$ cat src/rtl/i2c_cmd_queue.sv
// Command FIFO in front of a byte-level I2C controller: issues one queued
// command at a time, supervises completion with a timeout and returns a response.
module i2c_cmd_queue #(
  parameter int DEPTH   = 4,
  parameter int TIMEOUT = 20000
) (
  input  logic                     clk,
  input  logic                     rst,
  input  logic                     cmd_valid,
  output logic                     cmd_ready,
  input  logic [6:0]               cmd_addr,
  input  logic                     cmd_rw,
  input  logic [7:0]               cmd_wdata,
  output logic                     new_dat,
  output logic [6:0]               addr,
  output logic                     r_w,
  output logic [7:0]               dat_in,
  input  logic [7:0]               dat_out,
  input  logic                     busy,
  input  logic                     ack_err,
  input  logic                     done,
  output logic                     rsp_valid,
  input  logic                     rsp_ready,
  output logic [7:0]               rsp_data,
  output logic                     rsp_err,
  output logic                     rsp_timeout,
  output logic [$clog2(DEPTH):0]   level
);

  localparam int PW = $clog2(DEPTH);
  localparam int CW = PW + 1;
  localparam int EW = 16;

  typedef enum logic [1:0] {
    IDLE      = 2'd0,
    ISSUE     = 2'd1,
    WAIT_DONE = 2'd2,
    RESP      = 2'd3
  } state_e;

  logic [EW-1:0] mem_q [DEPTH];
  logic [PW-1:0] wr_ptr_q, wr_ptr_d;
  logic [PW-1:0] rd_ptr_q, rd_ptr_d;
  logic [CW-1:0] count_q, count_d;
  state_e        state_q, state_d;
  logic          new_dat_q, new_dat_d;
  logic [6:0]    addr_q, addr_d;
  logic          r_w_q, r_w_d;
  logic [7:0]    dat_in_q, dat_in_d;
  logic          rsp_valid_q, rsp_valid_d;
  logic [7:0]    rsp_data_q, rsp_data_d;
  logic          rsp_err_q, rsp_err_d;
  logic          rsp_timeout_q, rsp_timeout_d;
  logic [31:0]   timer_q, timer_d;
  logic          sticky_q, sticky_d;
  logic          push_s, pop_s;
  logic [EW-1:0] head_s;

  // cmd_ready comes straight from the registered count, so a pop cannot free a slot early
  assign cmd_ready = (count_q != CW'(DEPTH));
  assign push_s    = cmd_valid && cmd_ready;
  assign pop_s     = (state_q == IDLE) && (count_q != {CW{1'b0}}) && !busy && !rsp_valid_q;
  assign head_s    = mem_q[rd_ptr_q];

  assign new_dat     = new_dat_q;
  assign addr        = addr_q;
  assign r_w         = r_w_q;
  assign dat_in      = dat_in_q;
  assign rsp_valid   = rsp_valid_q;
  assign rsp_data    = rsp_data_q;
  assign rsp_err     = rsp_err_q;
  assign rsp_timeout = rsp_timeout_q;
  assign level       = count_q;

  // FIFO storage, packed as {addr, rw, wdata}
  always_ff @(posedge clk) begin
    if (push_s) begin
      mem_q[wr_ptr_q] <= {cmd_addr, cmd_rw, cmd_wdata};
    end
  end

  // Next-state and output logic for the FIFO pointers and the issue FSM
  always_comb begin
    state_d       = state_q;
    wr_ptr_d      = wr_ptr_q;
    rd_ptr_d      = rd_ptr_q;
    count_d       = count_q;
    new_dat_d     = 1'b0;
    addr_d        = addr_q;
    r_w_d         = r_w_q;
    dat_in_d      = dat_in_q;
    rsp_valid_d   = rsp_valid_q;
    rsp_data_d    = rsp_data_q;
    rsp_err_d     = rsp_err_q;
    rsp_timeout_d = rsp_timeout_q;
    timer_d       = timer_q;
    sticky_d      = sticky_q;

    if (push_s) begin
      wr_ptr_d = wr_ptr_q + PW'(1);
    end else begin
      wr_ptr_d = wr_ptr_q;
    end

    case ({push_s, pop_s})
      2'b10:   count_d = count_q + CW'(1);
      2'b01:   count_d = count_q - CW'(1);
      default: count_d = count_q;
    endcase

    case (state_q)
      IDLE: begin
        if (pop_s) begin
          rd_ptr_d  = rd_ptr_q + PW'(1);
          addr_d    = head_s[15:9];
          r_w_d     = head_s[8];
          dat_in_d  = head_s[7:0];
          new_dat_d = 1'b1;
          state_d   = ISSUE;
        end else begin
          state_d = IDLE;
        end
      end
      ISSUE: begin
        timer_d  = 32'd0;
        sticky_d = 1'b0;
        state_d  = WAIT_DONE;
      end
      WAIT_DONE: begin
        sticky_d = sticky_q | ack_err;
        // done is checked first so it wins over a coinciding timeout
        if (done) begin
          rsp_data_d    = r_w_q ? dat_out : 8'h00;
          rsp_err_d     = sticky_q | ack_err;
          rsp_timeout_d = 1'b0;
          rsp_valid_d   = 1'b1;
          state_d       = RESP;
        end else if (timer_q == 32'(TIMEOUT - 1)) begin
          rsp_data_d    = 8'h00;
          rsp_err_d     = 1'b1;
          rsp_timeout_d = 1'b1;
          rsp_valid_d   = 1'b1;
          state_d       = RESP;
        end else begin
          timer_d = timer_q + 32'd1;
          state_d = WAIT_DONE;
        end
      end
      RESP: begin
        if (rsp_valid_q && rsp_ready) begin
          rsp_valid_d = 1'b0;
          state_d     = RESP;
        end else if (!rsp_valid_q && !done) begin
          state_d = IDLE;
        end else begin
          state_d = RESP;
        end
      end
      default: begin
        state_d = IDLE;
      end
    endcase
  end

  // State register with synchronous active-low reset
  always_ff @(posedge clk) begin
    if (!rst) begin
      state_q       <= IDLE;
      wr_ptr_q      <= {PW{1'b0}};
      rd_ptr_q      <= {PW{1'b0}};
      count_q       <= {CW{1'b0}};
      new_dat_q     <= 1'b0;
      addr_q        <= 7'h00;
      r_w_q         <= 1'b0;
      dat_in_q      <= 8'h00;
      rsp_valid_q   <= 1'b0;
      rsp_data_q    <= 8'h00;
      rsp_err_q     <= 1'b0;
      rsp_timeout_q <= 1'b0;
      timer_q       <= 32'd0;
      sticky_q      <= 1'b0;
    end else begin
      state_q       <= state_d;
      wr_ptr_q      <= wr_ptr_d;
      rd_ptr_q      <= rd_ptr_d;
      count_q       <= count_d;
      new_dat_q     <= new_dat_d;
      addr_q        <= addr_d;
      r_w_q         <= r_w_d;
      dat_in_q      <= dat_in_d;
      rsp_valid_q   <= rsp_valid_d;
      rsp_data_q    <= rsp_data_d;
      rsp_err_q     <= rsp_err_d;
      rsp_timeout_q <= rsp_timeout_d;
      timer_q       <= timer_d;
      sticky_q      <= sticky_d;
    end
  end

endmodule

$ cat config.mk
export PLATFORM = sky130hd
export DESIGN_NAME = i2c_cmd_queue
export DESIGN_NICKNAME = d
export VERILOG_FILES = /design/src/rtl/i2c_cmd_queue.sv
export SDC_FILE = /design/constraint.sdc
export NUM_CORES = 1
export LEC_CHECK = 0
export BUFFER_PORTS_ARGS = -buffer_cell sky130_fd_sc_hd__buf_2
export CAP_MARGIN = 20
export CORE_MARGIN = 2
export CORE_UTILIZATION = 55
export DETAILED_ROUTE_END_ITERATION = 8
export GPL_ROUTABILITY_DRIVEN = 0
export GPL_TIMING_DRIVEN = 0
export PLACE_DENSITY_LB_ADDON = 0.12
export SKIP_CTS_REPAIR_TIMING = 1
export SYNTH_ARGS = -nofsm -noshare
export SYNTH_HDL_FRONTEND = slang
export SYNTH_SLANG_ARGS = --single-unit
export TNS_END_PERCENT = 100
$ cat constraint.sdc
create_clock -name clk -period 3 [get_ports clk]
set_input_delay 0.3 -clock clk [delete_from_list [all_inputs] [get_ports clk]]
set_output_delay 0.3 -clock clk [all_outputs]
set_load 0.005 [all_outputs]
Word level (Yosys, flattened, before mapping)
Memory sizes are Yosys's and may differ from the RTL's. A register that Yosys moved wholly into a read port is not among the register bits.
Cells that the tools add are included.
- register bits after elaboration: 54
- RAM bits: 64
- input bits: 31
- output and inout bits: 32
- word-level logic and storage cells: 73
- memories kept: 1
- $add $sub $neg: 5
- equal/unequal tests: 11
- muxes and demuxes: 23
- bitwise logic cells: 1
- reduce and logical (&&, ||, !) cells: 21
- memories (memory ; depth ; width ; read ports ; clocked after Yosys merged registers in ; wr ports ; line ; RTL):
    mem_q ; 4 ; 16 ; 1 ; 1 ; 1 ; 41 ; logic [EW-1:0] mem_q [DEPTH];
- operators by type and width (cell ; number):
    $mux 32 ; 2
    $pmux 32 s2 ; 1
    $add 32x1->32 const B ; 1
    $eq 32x15->1 const B ; 1
    $mux 8 ; 3
    $mux 1 ; 11
    $pmux 2 s4 ; 1
    $reduce_bool 2->1 ; 4
    $eq 2x2->1 const B ; 3
    $logic_and 1x1->1 ; 6
    $ne 2x2->1 const B ; 3
    $ne 3x3->1 const B ; 2
    $pmux 3 s2 ; 1
    $reduce_and 2->1 ; 3
    $reduce_and 3->1 ; 2
    $add 2x1->2 const B ; 2
    $eq 2x1->1 const B ; 2
    $logic_not 1->1 ; 4
    $mux 2 ; 2
    $pmux 1 s2 ; 2
    $add 3x1->3 const B ; 1
    $reduce_bool 3->1 ; 1
    $sub 3x1->3 const B ; 1
    $logic_not 2->1 ; 1
    $or 1x1->1 ; 1

Longest topological paths before layout
Gate-level depths: netlist of the first run.
- depth in word-level cells: 6
- mapped depth: 11
- depth with buffers taken out: 10

Worst setup path after synthesis of the first run
Ideal clock, no wire load.
- path type: register to register
- start point: register state_q[1]
- end point: register count_q[2], in the netlist level[2]
- library setup time: 71 ps
- data arrival time: 2428 ps
- data required time: 2929 ps
- setup slack: 501 ps
- cell stages (with the launch flop): 12
- path buffers: 1
- clock period less this slack: 2499 ps
- cell sequence: dfxtp_1 -> inv_1 -> ha_1 -> o311ai_2 -> inv_2 -> clkbuf_1 -> ha_1 -> inv_1 -> fa_1 -> xor2_1 -> or3_1 -> a21oi_1
- word-level cells in the longest chain between the ends: 6
- elaborated cells between the ends (all ways): 8
- classes of those cells: eq/ne (2); mux (1); reduce/logical (5)
- RTL lines (element ; line ; RTL):
    from (decl) ; 45 ; state_e state_q, state_d;
    from (signal assigned) ; 183 ; state_q <= state_d;
    $logic_not 2->1 * ; 62 ; assign pop_s = (state_q == IDLE) && (count_q != {CW{1'b0}}) && !busy && !rsp_valid_q;
    $logic_and 1x1->1 * (3 in series) ; 62 ;
    named net pop_s ; 56 ; logic push_s, pop_s;
    $eq 2x1->1 / $eq 2x2->1 (equally long branches) ; 105 ; case ({push_s, pop_s})
    $pmux 3 s2 / $reduce_bool 2->1 (equally long branches) ; - ;
    to (signal assigned) ; 171 ; count_q <= {CW{1'b0}};
    to (signal assigned) ; 186 ; count_q <= count_d;
    to (decl) ; 44 ; logic [CW-1:0] count_q, count_d;
The timed path passes the listed nets; every way through them passes the cells marked *.
A chain may end at the register's enable or synchronous reset.

Worst setup path in the final report of the first run
- start point: register state_q[1]
- end point: register count_q[2], in the netlist level[2]
- word-level cells in the longest chain between the ends: 6
- elaborated cells between the ends (all ways): 8
- classes of those cells: eq/ne (2); mux (1); reduce/logical (5)
- RTL lines (element ; line):
    $logic_not 2->1 * ; 62
    $logic_and 1x1->1 * (3 in series) ; 62
    $eq 2x1->1 / $eq 2x2->1 (equally long branches) ; 105
    $pmux 3 s2 / $reduce_bool 2->1 (equally long branches) ; -
Mark *: on every way between the ends. The rest lies on a longest branch, timed or not.

==> results.txt, run 1 <==
Max Fanout on Critical Path - 19
Die H - 106 um
Number of setup violations in the final report - 0
Post-synthesis sequential area ratio - 57.6%
Synth Area in Simple Gates - 16.2%
Port bufs - 62
Gr ovfl total - 0
Post-synthesis mux area share - 8.36%
Minimum clock period - 2.67 ns
Total CTS buffers - 17
Htree depth - 4
MaxCap Viol Count - 0
Routed len/inst - 16.8 um
Final Hold Fails - 0
Pre-CTS setup slack - -0.0385 ns
WP data required - 3.45 ns
Synthesis-to-finish area growth - 21.5%
Clock Skews - 0.00910 ns
Power per cell area - 771 nW/um^2
F_max - 374 MHz
Clock Tree Root - clkbuf_8
Status - finished, final reports clean
Syn Area/Cell - 11.8 um^2
Static Leak - 2.66 nW
Yosys reg bits - 134
Least-Margin Pin Slew - 0.872 ns
Most common cell after layout, fill and taps aside - nand2_1
Skew-Pair Late Insertion Delay - 0.52 ns
IO Pins - 63
Commonest cells after routing, fill and taps aside - 75 x nand2_1, 70 x buf_2, 70 x dfxtp_1
Post-synth top area share - 33.3%
Layout cells sized above 1 - 23.0%
First-pass GRT wire length - 19.6 mm
Initial core utilization - 56.2%
Antenna violations before repair - 1
Worst Hold Class - in -> reg
Clk sink count - 134
Final wirelength - 12.3 mm
Die X - 106 um
CTS clk-pin slew, worst paths - 0.06 ns
Number of synthesized flops with an enable pin - 64
Worst slew margin - 41.8%
Post-DP HPWL - 7.94 mm
Post-synthesis instance area - 5770 um^2
Mapped Cells - 491
CP Launch Type - register
Drt pass-1 iters - 9
Largest area contributor in the netlist - edfxtp_1
Flop2flop setup slack - 0.33 ns
Largest net degree at the start of global routing - 17
Vias/cell - 5.77
Post-synthesis compound-gate area fraction - 9.73%
Ys flop type - dfxtp_1
Crit. End Element - register
Max-slew violations - 0
Period utilization - 89.2%
Setup TNS - 0 ns
Crit path arrival time - 3.13 ns
Yosys warning total - 0
RSZ-0062 raised after global routing - no
Distinct cells, synth - 61
DRC Markers - 0
Row cnt - 37
DRT iter0 DRCs - 294
Clk buf depth - 2
Hold slack - 0.00455 ns
Asr flop ratio synth - 0%
Post-Synth XOR/XNOR Area - 1.67%
Final design utilization - 68.3%
Vias - 4246
Main combinational cell family by area after synthesis - simple AND/OR/NAND/NOR gates
Vias in the first global route - 4161
Die area - 11300 um^2
VDD IR-drop max - 0.000698 V
CTS tree - yes
ANT nets after route - 0
Mapped Nets - 534
Area contributors post-synth - edfxtp_1 33%, dfxtp_1 24%, mux4_2 6.2%
Final worst slack - 0.325 ns
Area of the core - 10300 um^2
Gr usage total - 22.2%
Synth Area in Adders - 2.73%
Nets - 629
WS Path Type - reg -> reg
==> sequential cells by signal, summed over array words and instances, names as in the netlist <==
| name | cells |
|---|---|
| rsp_err | 1 |
| new_dat | 1 |
| timer_q | 32 |
| mem_q | 64 |
| sticky_q | 1 |
| state_q | 2 |
| rsp_valid | 1 |
| level | 3 |
| rsp_data | 8 |
| rsp_timeout | 1 |
| addr | 7 |
| dat_in | 8 |
| r_w | 1 |
| wr_ptr_q | 2 |
| rd_ptr_q | 2 |
==> synth_stat cells, drive strengths merged, types with 3 or more instances <==
cell type  count
nor2          26
ha            11
nor3           6
dfxtp         70
o21ai          6
xor2           8
mux2i         10
edfxtp        64
nor4           8
clkbuf        12
nand2         75
a21oi         30
a311oi         3
nand2b         4
buf           14
o31ai          8
xnor2          3
and3          15
o311ai         4
and2           5
inv           18
nand4         13
nand3b         3
a31oi         11
nand3         17
o211ai         4
mux4          16
==> worst paths after layout <==
path,start,end,depth (start not counted)
min,cmd_addr[0],mem_q[0][9],1
max,state_q[1],level[2],10
max reg2reg,state_q[1],level[2],10
min reg2reg,rsp_timeout,rsp_timeout,2
==> through the flow <==
stage	std cells	area, um^2	power (mW)
CTS	721	6870	5.44
detailed placement	689	6250	3.30
floorplan	491	5770	2.97
global placement	689	6250	3.27
finish	736	7020	5.41
global route	735	7010	5.66
==> cell families after synthesis <==
group / Yosys count
simple gates: 182
flops: 134
compound gates: 80
buf+inv: 44
mux: 28
fa+ha+maj: 12
xor+xnor: 11
==> critical path: stages, from the launching register on <==
cell      delay [ns]
dfxtp_1         0.35
inv_1           0.11
ha_1            0.17
o311ai_2        0.28
inv_2           0.40
ha_1            0.25
inv_1           0.06
fa_1            0.37
xor2_1          0.16
or3_1           0.31
a21oi_1         0.13
==> per-layer routing <==
layer	global-route usage (%)	routed length, um	vias to the layer above
met4	10.9	246	0
met5	0	0	-
met3	4.72	702	29
met2	37.1	6290	153
li1	-	-	2011
met1	27.5	5110	2053
==> report_power, final <==
group | switching (mW) | internal, mW | total [mW]
combinational | 0.589 | 0.464 | 1.05
sequential | 0.0981 | 2.12 | 2.22
clock | 0.809 | 1.33 | 2.14
==> final cells by class <==
class	instances	area (um^2)
tap	136	170
inverter	18	67.6
timing repair buffer	77	460
fill	764	3260
buffer	25	144
sequential	134	3320
clock inverter	12	168
antenna	1	2.50
multi-input combinational	313	2240
clock buffer	20	445
Note: power is estimated with default switching activity, not from simulation.
==> run 2: changes to the inputs <==
--- a/config.mk
+++ b/config.mk
@@ -5,14 +5,15 @@
 export SDC_FILE = /design/constraint.sdc
 export NUM_CORES = 1
 export LEC_CHECK = 0
-export BUFFER_PORTS_ARGS = -buffer_cell sky130_fd_sc_hd__buf_2
 export CAP_MARGIN = 20
 export CORE_MARGIN = 2
 export CORE_UTILIZATION = 55
 export DETAILED_ROUTE_END_ITERATION = 8
+export DONT_BUFFER_PORTS = 1
 export GPL_ROUTABILITY_DRIVEN = 0
 export GPL_TIMING_DRIVEN = 0
 export PLACE_DENSITY_LB_ADDON = 0.12
+export RECOVER_POWER = 50
 export SKIP_CTS_REPAIR_TIMING = 1
 export SYNTH_ARGS = -nofsm -noshare
 export SYNTH_HDL_FRONTEND = slang
==> run 2 against run 1 <==
Compared with the run above:
- setup slack worse by 0.020 ns
- non-clock buffer count down 51
- core utilization down 2.7 points
- register-to-register slack worse by 0.02 ns
- critical path depth unchanged
- hold slack better by 0.041 ns
- critical endpoint unchanged
- first-iteration DRC count down 35%
- combinational power down 11%
==> results.txt, run 2 (synthesis gave the netlist of run 1 again) <==
Status - finished, final reports clean
CP max stage cell - inv_2
F_max - 371 MHz (-0.74%)
Final worst slack - 0.305 ns (-0.0200 ns)
P_int - 3.59 mW (-8.2%)
MaxCap Viol Count - 0 (unchanged)
Layout cells sized above 1 - 13.7% (-9.4 points)
RSZ-0062 raised after global routing - no
Initial core utilization - 56.2% (unchanged)
Static Leak - 2.40 nW (-10%)
CTS tree - yes
WS Path Type - reg -> reg
First-pass GRT wire length - 19.3 mm (-1.1%)
Clk buf depth - 2 (unchanged)
ANT cells - 0 (-1)
Port bufs - 0 (-100%)
Clock Skews - 0.00842 ns (-0.000674 ns)
Vias in the first global route - 3818 (-8.2%)
Crit path arrival time - 3.15 ns (+0.02 ns)
IO Pins - 63 (unchanged)
Power per cell area - 764 nW/um^2 (-0.99%)
Sw Share - 30.2% (+2.6 points)
Final wirelength - 12.0 mm (-2.6%)
Die X - 106 um (unchanged)
Fillers - 782 (+2.4%)
Vias/cell - 5.77 (about the same)
VDD IR-drop max - 0.000529 V (-24%)
Top reg by flops - mem_q
Number of setup violations in the final report - 0 (unchanged)
Largest registers - mem_q x64, timer_q x32
DRC Markers - 0 (unchanged)
Setup TNS - 0 ns (unchanged)
Slowest stage delay, CP - 0.39 ns (about the same)
Crit. End Element - register
Least-Margin Pin Slew - 0.882 ns (+0.00957 ns)
Clk sink count - 134 (unchanged)
Minimum clock period - 2.69 ns (+0.0200 ns)
WP data required - 3.45 ns (about the same)
Sw Pwr - 1.56 mW (+4.0%)
Final Hold Fails - 0 (unchanged)
Worst Hold Class - in -> reg
Period utilization - 89.8% (+0.67 points)
Post-DP HPWL - 7.79 mm (-1.9%)
Gr ovfl total - 0 (unchanged)
Final total power - 5.15 mW (-4.8%)
Die H - 106 um (unchanged)
Max-slew violations - 0 (unchanged)
Synthesis-to-finish area growth - 16.8%
Row cnt - 37 (unchanged)
Largest net degree at the start of global routing - 17 (unchanged)
Area of the core - 10300 um^2 (unchanged)
CTS clk-pin slew, worst paths - 0.06 ns (about the same)
CP top delay family - adder cells
Gr usage total - 22.4% (+0.19 points)
CP cell instances - inv_1, ha_1, o311ai_2, inv_2, ha_1, inv_1, fa_1, xor2_1, or3_1, a21oi_1
CP bufs+invs - 3 (unchanged)
Max Fanout on Critical Path - 19 (unchanged)
Worst slew margin - 40.5% (-1.4 points)
Skew-Pair Late Insertion Delay - 0.53 ns (about the same)
Area after DPL - 5940 um^2 (-5.0%)
CP Launch Type - register
Final Instance Area - 6740 um^2 (-3.9%)
Sequential power share - 43.6% (+2.5 points)
Routed len/inst - 17.6 um (+4.8%)
Most common cell after layout, fill and taps aside - nand2_1
Clock Tree Root - clkbuf_8
Die area - 11300 um^2 (unchanged)
Nets - 578 (-8.1%)
Pre-CTS setup slack - -0.0530 ns (-0.0145 ns)
Antenna violations before repair - 0 (-1)
Drt pass-1 iters - 5 (-4)
Htree depth - 4 (unchanged)
Commonest cells after routing, fill and taps aside - 75 x nand2_1, 70 x dfxtp_1, 64 x edfxtp_1
Total CTS buffers - 17 (unchanged)
DRT iter0 DRCs - 190 (-35%)
Clock share of power - 38.2% (-1.3 points)
Logic pwr share - 18.2% (-1.3 points)
Vias - 3945 (-7.1%)
ANT nets after route - 0 (unchanged)
Largest register FFs - 64 (unchanged)
-- run 2: changes by cell type in the layout (fill, tap and decap cells not counted), sizes merged --
cell	change
buf	-62
dlygate4sd3	+11
bufinv	-3
clkinvlp	-3
clkbuf	-3
diode	-1
clkinv	+3
inv	+6
-- run 2: final timing paths --
check / from / end / slack [ns] / cells past startpoint
max: state_q[1] / level[2] / 0.31 / 10
min: done / rsp_valid / 0.05 / 2
max reg2reg: state_q[1] / level[2] / 0.31 / 10
min reg2reg: rsp_timeout / rsp_timeout / 0.47 / 2
-- run 2: per-layer routing --
metal  GRT usage [%]  vias to the layer above  routed length (um)
met5               0                        -                   0
met4            8.07                        0                 138
li1                -                     1916                   -
met3            7.36                       10                 739
met2            37.4                      109                6030
met1            27.4                     1910                5110
-- run 2: cell type report --
type	instances	area [um^2]	area share, %
Sequential cell	134	3320	49.3
Clock buffer	17	414	6.14
Inverter	18	67.6	1.00
Clock inverter	15	153	2.26
Timing Repair Buffer	26	260	3.86
Tap cell	136	170	2.52
Buffer	25	144	2.13
Multi-Input combinational cell	313	2210	32.8
-- run 2: metrics by stage --
| stage | util, % | std cells | hold WS [ns] |
|---|---|---|---|
| floorplan | - | 491 | 0.399 |
| global placement | 57.8 | 627 | 0.399 |
| detailed placement | 57.8 | 627 | 0.399 |
| CTS | 63.4 | 659 | -0.159 |
| global route | 65.6 | 684 | 0.0488 |
| finish | 65.6 | 684 | 0.0451 |
-- run 2: power groups by stage --
stage               sequential [mW]  combinational, mW  clock, mW
global route                   2.27               1.05       2.07
global placement               2.28              0.903          0
CTS                            2.25              0.933       2.00
finish                         2.24              0.939       1.97
detailed placement             2.29              0.926          0
floorplan                      2.25              0.726          0
